--- config.mk ---
export PLATFORM = sky130hd
export DESIGN_NAME = fsm_stream_sched
export DESIGN_NICKNAME = d
export VERILOG_FILES = /design/src/rtl/fsm_stream_sched.sv
export SDC_FILE = /design/constraint.sdc
export NUM_CORES = 1
export LEC_CHECK = 0
export CORE_MARGIN = 4
export CORE_UTILIZATION = 43
export CTS_CLUSTER_DIAMETER = 40
export CTS_CLUSTER_SIZE = 12
export DETAILED_ROUTE_END_ITERATION = 8
export PLACE_DENSITY_LB_ADDON = 0.2
export SLEW_MARGIN = 5
export SYNTH_ARGS = -nofsm -noshare
export SYNTH_HDL_FRONTEND = slang
export SYNTH_SLANG_ARGS = --single-unit
--- constraint.sdc ---
create_clock -name clk -period 1.8 [get_ports clk]
set_clock_uncertainty 0.1 [all_clocks]
set_input_delay 0.36 -clock clk [delete_from_list [all_inputs] [get_ports clk]]
set_output_delay 0.36 -clock clk [all_outputs]
set_load 0.01 [all_outputs]
--- src/rtl/fsm_stream_sched.sv ---
// Serialises one requester's job word into a shared FSM and collects its y bits.
// Define FSM_STREAM_SCHED_FIXED_PRIO_EN for fixed priority (lowest index wins) instead of round-robin.
module fsm_stream_sched #(
    parameter int NREQ  = 4,
    parameter int WIDTH = 8,
    localparam int IW   = (NREQ > 1) ? $clog2(NREQ) : 1
) (
    input  logic                    clk,
    input  logic                    rst_n,
    input  logic [NREQ-1:0]         req,
    input  logic [NREQ*WIDTH-1:0]   req_data,
    output logic [NREQ-1:0]         gnt,
    output logic                    fsm_clr,
    output logic                    fsm_x,
    output logic                    fsm_valid,
    input  logic                    fsm_y,
    output logic                    busy,
    output logic                    done,
    output logic [IW-1:0]           done_id,
    output logic [WIDTH-1:0]        result
);

    localparam int CW = $clog2(WIDTH + 1);

    typedef enum logic [1:0] {
        IDLE,
        SHIFT,
        DRAIN,
        DONE
    } state_t;

    state_t             state;
    logic [WIDTH-1:0]   shreg;
    logic [WIDTH-1:0]   collect;
    logic [WIDTH-1:0]   collect_next;
    logic [CW-1:0]      cnt;
    logic [IW-1:0]      winner_q;
    logic               valid_q;

    logic [IW-1:0]      base;
    logic [IW-1:0]      idx;
    logic [IW-1:0]      winner;
    logic               found;

`ifdef FSM_STREAM_SCHED_FIXED_PRIO_EN
    assign base = '0;
`else
    logic [IW-1:0]      ptr;
    assign base = ptr;
`endif

    // Scan from the highest offset down so the closest requester to base wins last.
    always_comb begin
        found  = 1'b0;
        winner = '0;
        idx    = '0;
        for (int i = NREQ - 1; i >= 0; i--) begin
            idx = base + IW'(i);
            if (req[idx]) begin
                found  = 1'b1;
                winner = idx;
            end
        end
    end

    // y for bit k arrives one cycle after bit k, so it shifts in from the top, LSB-first.
    assign collect_next = {fsm_y, collect[WIDTH-1:1]};

    always_ff @(posedge clk or negedge rst_n) begin
        if (!rst_n) begin
            state     <= IDLE;
            gnt       <= '0;
            fsm_clr   <= 1'b0;
            fsm_x     <= 1'b0;
            fsm_valid <= 1'b0;
            busy      <= 1'b0;
            done      <= 1'b0;
            done_id   <= '0;
            result    <= '0;
            shreg     <= '0;
            collect   <= '0;
            cnt       <= '0;
            winner_q  <= '0;
            valid_q   <= 1'b0;
`ifndef FSM_STREAM_SCHED_FIXED_PRIO_EN
            ptr       <= '0;
`endif
        end else begin
            gnt     <= '0;
            fsm_clr <= 1'b0;
            done    <= 1'b0;
            valid_q <= fsm_valid;
            if (valid_q) begin
                collect <= collect_next;
            end
            case (state)
                IDLE: begin
                    fsm_valid <= 1'b0;
                    fsm_x     <= 1'b0;
                    busy      <= 1'b0;
                    if (found) begin
                        gnt[winner] <= 1'b1;
                        fsm_clr     <= 1'b1;
                        busy        <= 1'b1;
                        shreg       <= req_data[int'(winner)*WIDTH +: WIDTH];
                        cnt         <= '0;
                        winner_q    <= winner;
`ifndef FSM_STREAM_SCHED_FIXED_PRIO_EN
                        ptr         <= winner + IW'(1);
`endif
                        state       <= SHIFT;
                    end
                end
                SHIFT: begin
                    fsm_valid <= 1'b1;
                    fsm_x     <= shreg[0];
                    shreg     <= shreg >> 1;
                    cnt       <= cnt + CW'(1);
                    if (cnt == CW'(WIDTH - 1)) begin
                        state <= DRAIN;
                    end
                end
                DRAIN: begin
                    fsm_valid <= 1'b0;
                    fsm_x     <= 1'b0;
                    state     <= DONE;
                end
                DONE: begin
                    done    <= 1'b1;
                    done_id <= winner_q;
                    result  <= collect_next;
                    state   <= IDLE;
                end
                default: begin
                    state <= IDLE;
                end
            endcase
        end
    end

`ifndef SYNTHESIS
    a_gnt_onehot: assert property (@(posedge clk) disable iff (!rst_n) $onehot0(gnt));
    a_x_quiet:    assert property (@(posedge clk) disable iff (!rst_n) !fsm_valid |-> !fsm_x);
    a_done_busy:  assert property (@(posedge clk) disable iff (!rst_n) done |-> busy);
`endif

endmodule

==> flow_summary.toml <==
[run_status]
outcome = "finished clean"

[floorplan]
dieArea_um2 = 6207
boundaryPins = 58
die_height_um = 78.79
floorplan.initialDensity = 0.4502
num_rows = 25
design.core.area_um2 = 4786
die_w_um = 78.79

[sta]
relSlewSlack = 0.6311
final-hold-violation-count = 0
hold_slack_ps = 22.87
rsz_0062_raised_after_global_routing = "true"
fmax_mhz = 556.5
totalNegativeSetupSlack_ps = 0
period_share = 0.9983
layout_setup_ws_ps = 3.007
worstMarginPinSlew_ps = 553.3
setup_viol = 0
final_max_slew_viol_count = 0
timing.final.crit_period_ps = 1797

[global_route]
grt_overflow_total = 0
grt_pass1_wl_mm = 7.403
grt_start_max_net_pins = 46
first_global_vias = 1686
antenna_found_initial = 0
total_global_routing_track_utilization = 0.1505

[yosys]
synthMuxAreaShare = 0.2300
combinational_family_with_the_most_area_after_synthesis = "multiplexers"
postSynthNetCount = 225
syn-instance-count = 180
flops_latches_synth = 45
yosys.area_share.xor_xnor = 0.004065
compound_gate_portion_of_the_synthesized_area = 0.1010
post_synth_num_cell_types = 31
synth_fa_ha_area_frac = 0.03484
async_set_or_reset_flop_fraction_in_the_synthesized_netlist = 1.000
synth_sequential_area_ratio = 0.5226
post_synth.cell_area_avg_um2 = 11.97
syn_area_um2 = 2155
ys.flop_type = "sky130_fd_sc_hd__dfrtp_1"
synth-warning-count = 0
synth_simple_gate_area_frac = 0.07840
synth_enable_flop_cells = 0

[critical_path]
crit_path_start_kind = "flop"
worstSetupEndpointType = "flop"
worst-setup-path-type = "flop to flop"
crit_fanout = 9
critPathArrivalTime_ps = 1920
cp.required_ps = 1930

[final_layout]
finalCoreUtilization = 0.6541
seq_area_um2 = 1127
fillerInstances = 411
syn2layout_area_growth_pct = 45.30
antennaDiodeCount = 0
finish.instance_area_um2 = 3131
drive_gt1_frac = 0.2682
final_cells = 328
layout.cells.most_common_list = "sky130_fd_sc_hd__clkdlybuf4s50_1 (52), sky130_fd_sc_hd__dfrtp_1 (44), sky130_fd_sc_hd__mux2_2 (27)"
multiInputGateArea_um2 = 996.0
mostFrequentLayoutCell = "sky130_fd_sc_hd__clkdlybuf4s50_1"
final_nets = 305

[run]
maxCapViolCount = 0

[power]
power.leakage_nw = 1.429
cellInternalPower_mw = 3.305
power.combinational.fraction = 0.487
power_mw = 4.902
power.share.clock = 0.155
p_seq_frac = 0.357
netSwitchingFraction = 0.3258
pwr_density_cell_nw_per_um2 = 1566
p_sw_mw = 1.597
max-vdd-ir-drop_v = 0.0006123

[placement]
gp_congestion = 0.7897
io_buf_count = 57
detailed_place_hpwl_mm = 3.173
pre_cts_ws_ps = -434.3
placedInstanceArea_um2 = 2953
place.detailed.instances = 316

[clock_network]
clkTransAtPathRegs_ps = 90
clock_tree.root_cell = "sky130_fd_sc_hd__clkbuf_8"
clock_tree.htree_level_count = 2
clock_tree_from_tritoncts = "done"
clk_path_buf_depth = 2
clock_sink_total = 45
postCtsHoldBufs = 0
cts_inserted_buffers = 5
clkLatencyLatePin_ps = 300

[worst_hold_path]
hold_class = "primary input to async pin"

[route]
drt_drc_violations_left = 0
dr.pass1.iters = 4
antenna_violating_nets_post_route = 0
via_count = 1603
vias_per_cell = 4.887
route.final.wire_length_mm = 4.244
wire_per_inst_um = 12.94
initialDrtViolationCount = 60
-- final timing paths --
kind / startpoint / end / slack, ps / cells past startpoint
min in group clk: fsm_valid / valid_q / 320 / 0
max in group asynchronous: rst_n / base[1] / 1170 / 2
min: rst_n / done / 20 / 2
max: base[1] / shreg[4] / 3 / 7
min reg2reg: fsm_valid / valid_q / 320 / 0
max reg2reg: base[1] / shreg[4] / 3 / 7
-- registers in the layout (all words and copies together) (netlist names), 4 cells and up --
name     cells
result       8
shreg        8
collect      7
cnt          4
gnt          4
-- area by class of cell --
cell class	count	share of cell area
clock inverter	3	0.01479
inverter	4	0.004796
timing repair buffer	82	0.2534
multi-input combinational	122	0.3181
clock buffer	5	0.02198
tap	67	0.02678
sequential	45	0.3601
-- power by group through the flow --
stage | Combinational [mW] | Sequential [mW] | Clock [mW]
6_report | 2.39 | 1.75 | 0.762
3_3_place_gp | 2.24 | 1.76 | 0
5_1_grt | 2.63 | 1.82 | 0.831
4_1_cts | 2.41 | 1.76 | 0.784
3_5_place_dp | 2.28 | 1.78 | 0
2_1_floorplan | 1.31 | 1.78 | 0
-- synth_stat cells (3+ instances only) --
cell                        n  area, um^2
sky130_fd_sc_hd__o21ai_0    7       35.03
sky130_fd_sc_hd__mux2i_1   18       180.2
sky130_fd_sc_hd__and3_1     8       50.05
sky130_fd_sc_hd__ha_1       6       75.07
sky130_fd_sc_hd__o21ai_1    7       35.03
sky130_fd_sc_hd__nor2_1     3       11.26
sky130_fd_sc_hd__a21oi_1   11       55.05
sky130_fd_sc_hd__clkbuf_1   5       18.77
sky130_fd_sc_hd__dfrtp_1   45        1126
sky130_fd_sc_hd__nand2_1   14       52.55
sky130_fd_sc_hd__inv_1      4       15.01
sky130_fd_sc_hd__mux2_2    28       315.3
-- cell families after synthesis --
group                    Yosys count
multiplexers                      46
flip-flops                        45
AO/OA/AOI/OAI                     36
AND/OR/NAND/NOR                   33
buffers and inverters             13
adder cells (fa/ha/maj)            6
XOR/XNOR                           1
-- metal layers --
| layer | vias up | wire, um | GRT usage |
|---|---|---|---|
| met5 | - | 0 | 0 |
| met4 | 0 | 36 | 0.03671 |
| met3 | 4 | 408 | 0.05669 |
| met2 | 65 | 1955 | 0.2504 |
| met1 | 737 | 1844 | 0.1849 |
| li1 | 797 | - | - |
-- timing repair --
action,CTS,global route
gates cloned,1,0
endpoints found under the hold margin,0,0
setup buffers,3,0
endpoints found under the setup margin,15,10
pin swaps,2,0
gates resized for setup,9,1
-- critical path: stages, from the launching register on --
cell and delay [ps]:
sky130_fd_sc_hd__dfrtp_2 460, sky130_fd_sc_hd__mux2i_2 180, sky130_fd_sc_hd__a211oi_4 220, sky130_fd_sc_hd__buf_4 150, sky130_fd_sc_hd__buf_12 130, sky130_fd_sc_hd__mux2i_1 80, sky130_fd_sc_hd__mux2_2 280, sky130_fd_sc_hd__o21ai_1 130
(Power assumes the default switching activity.)
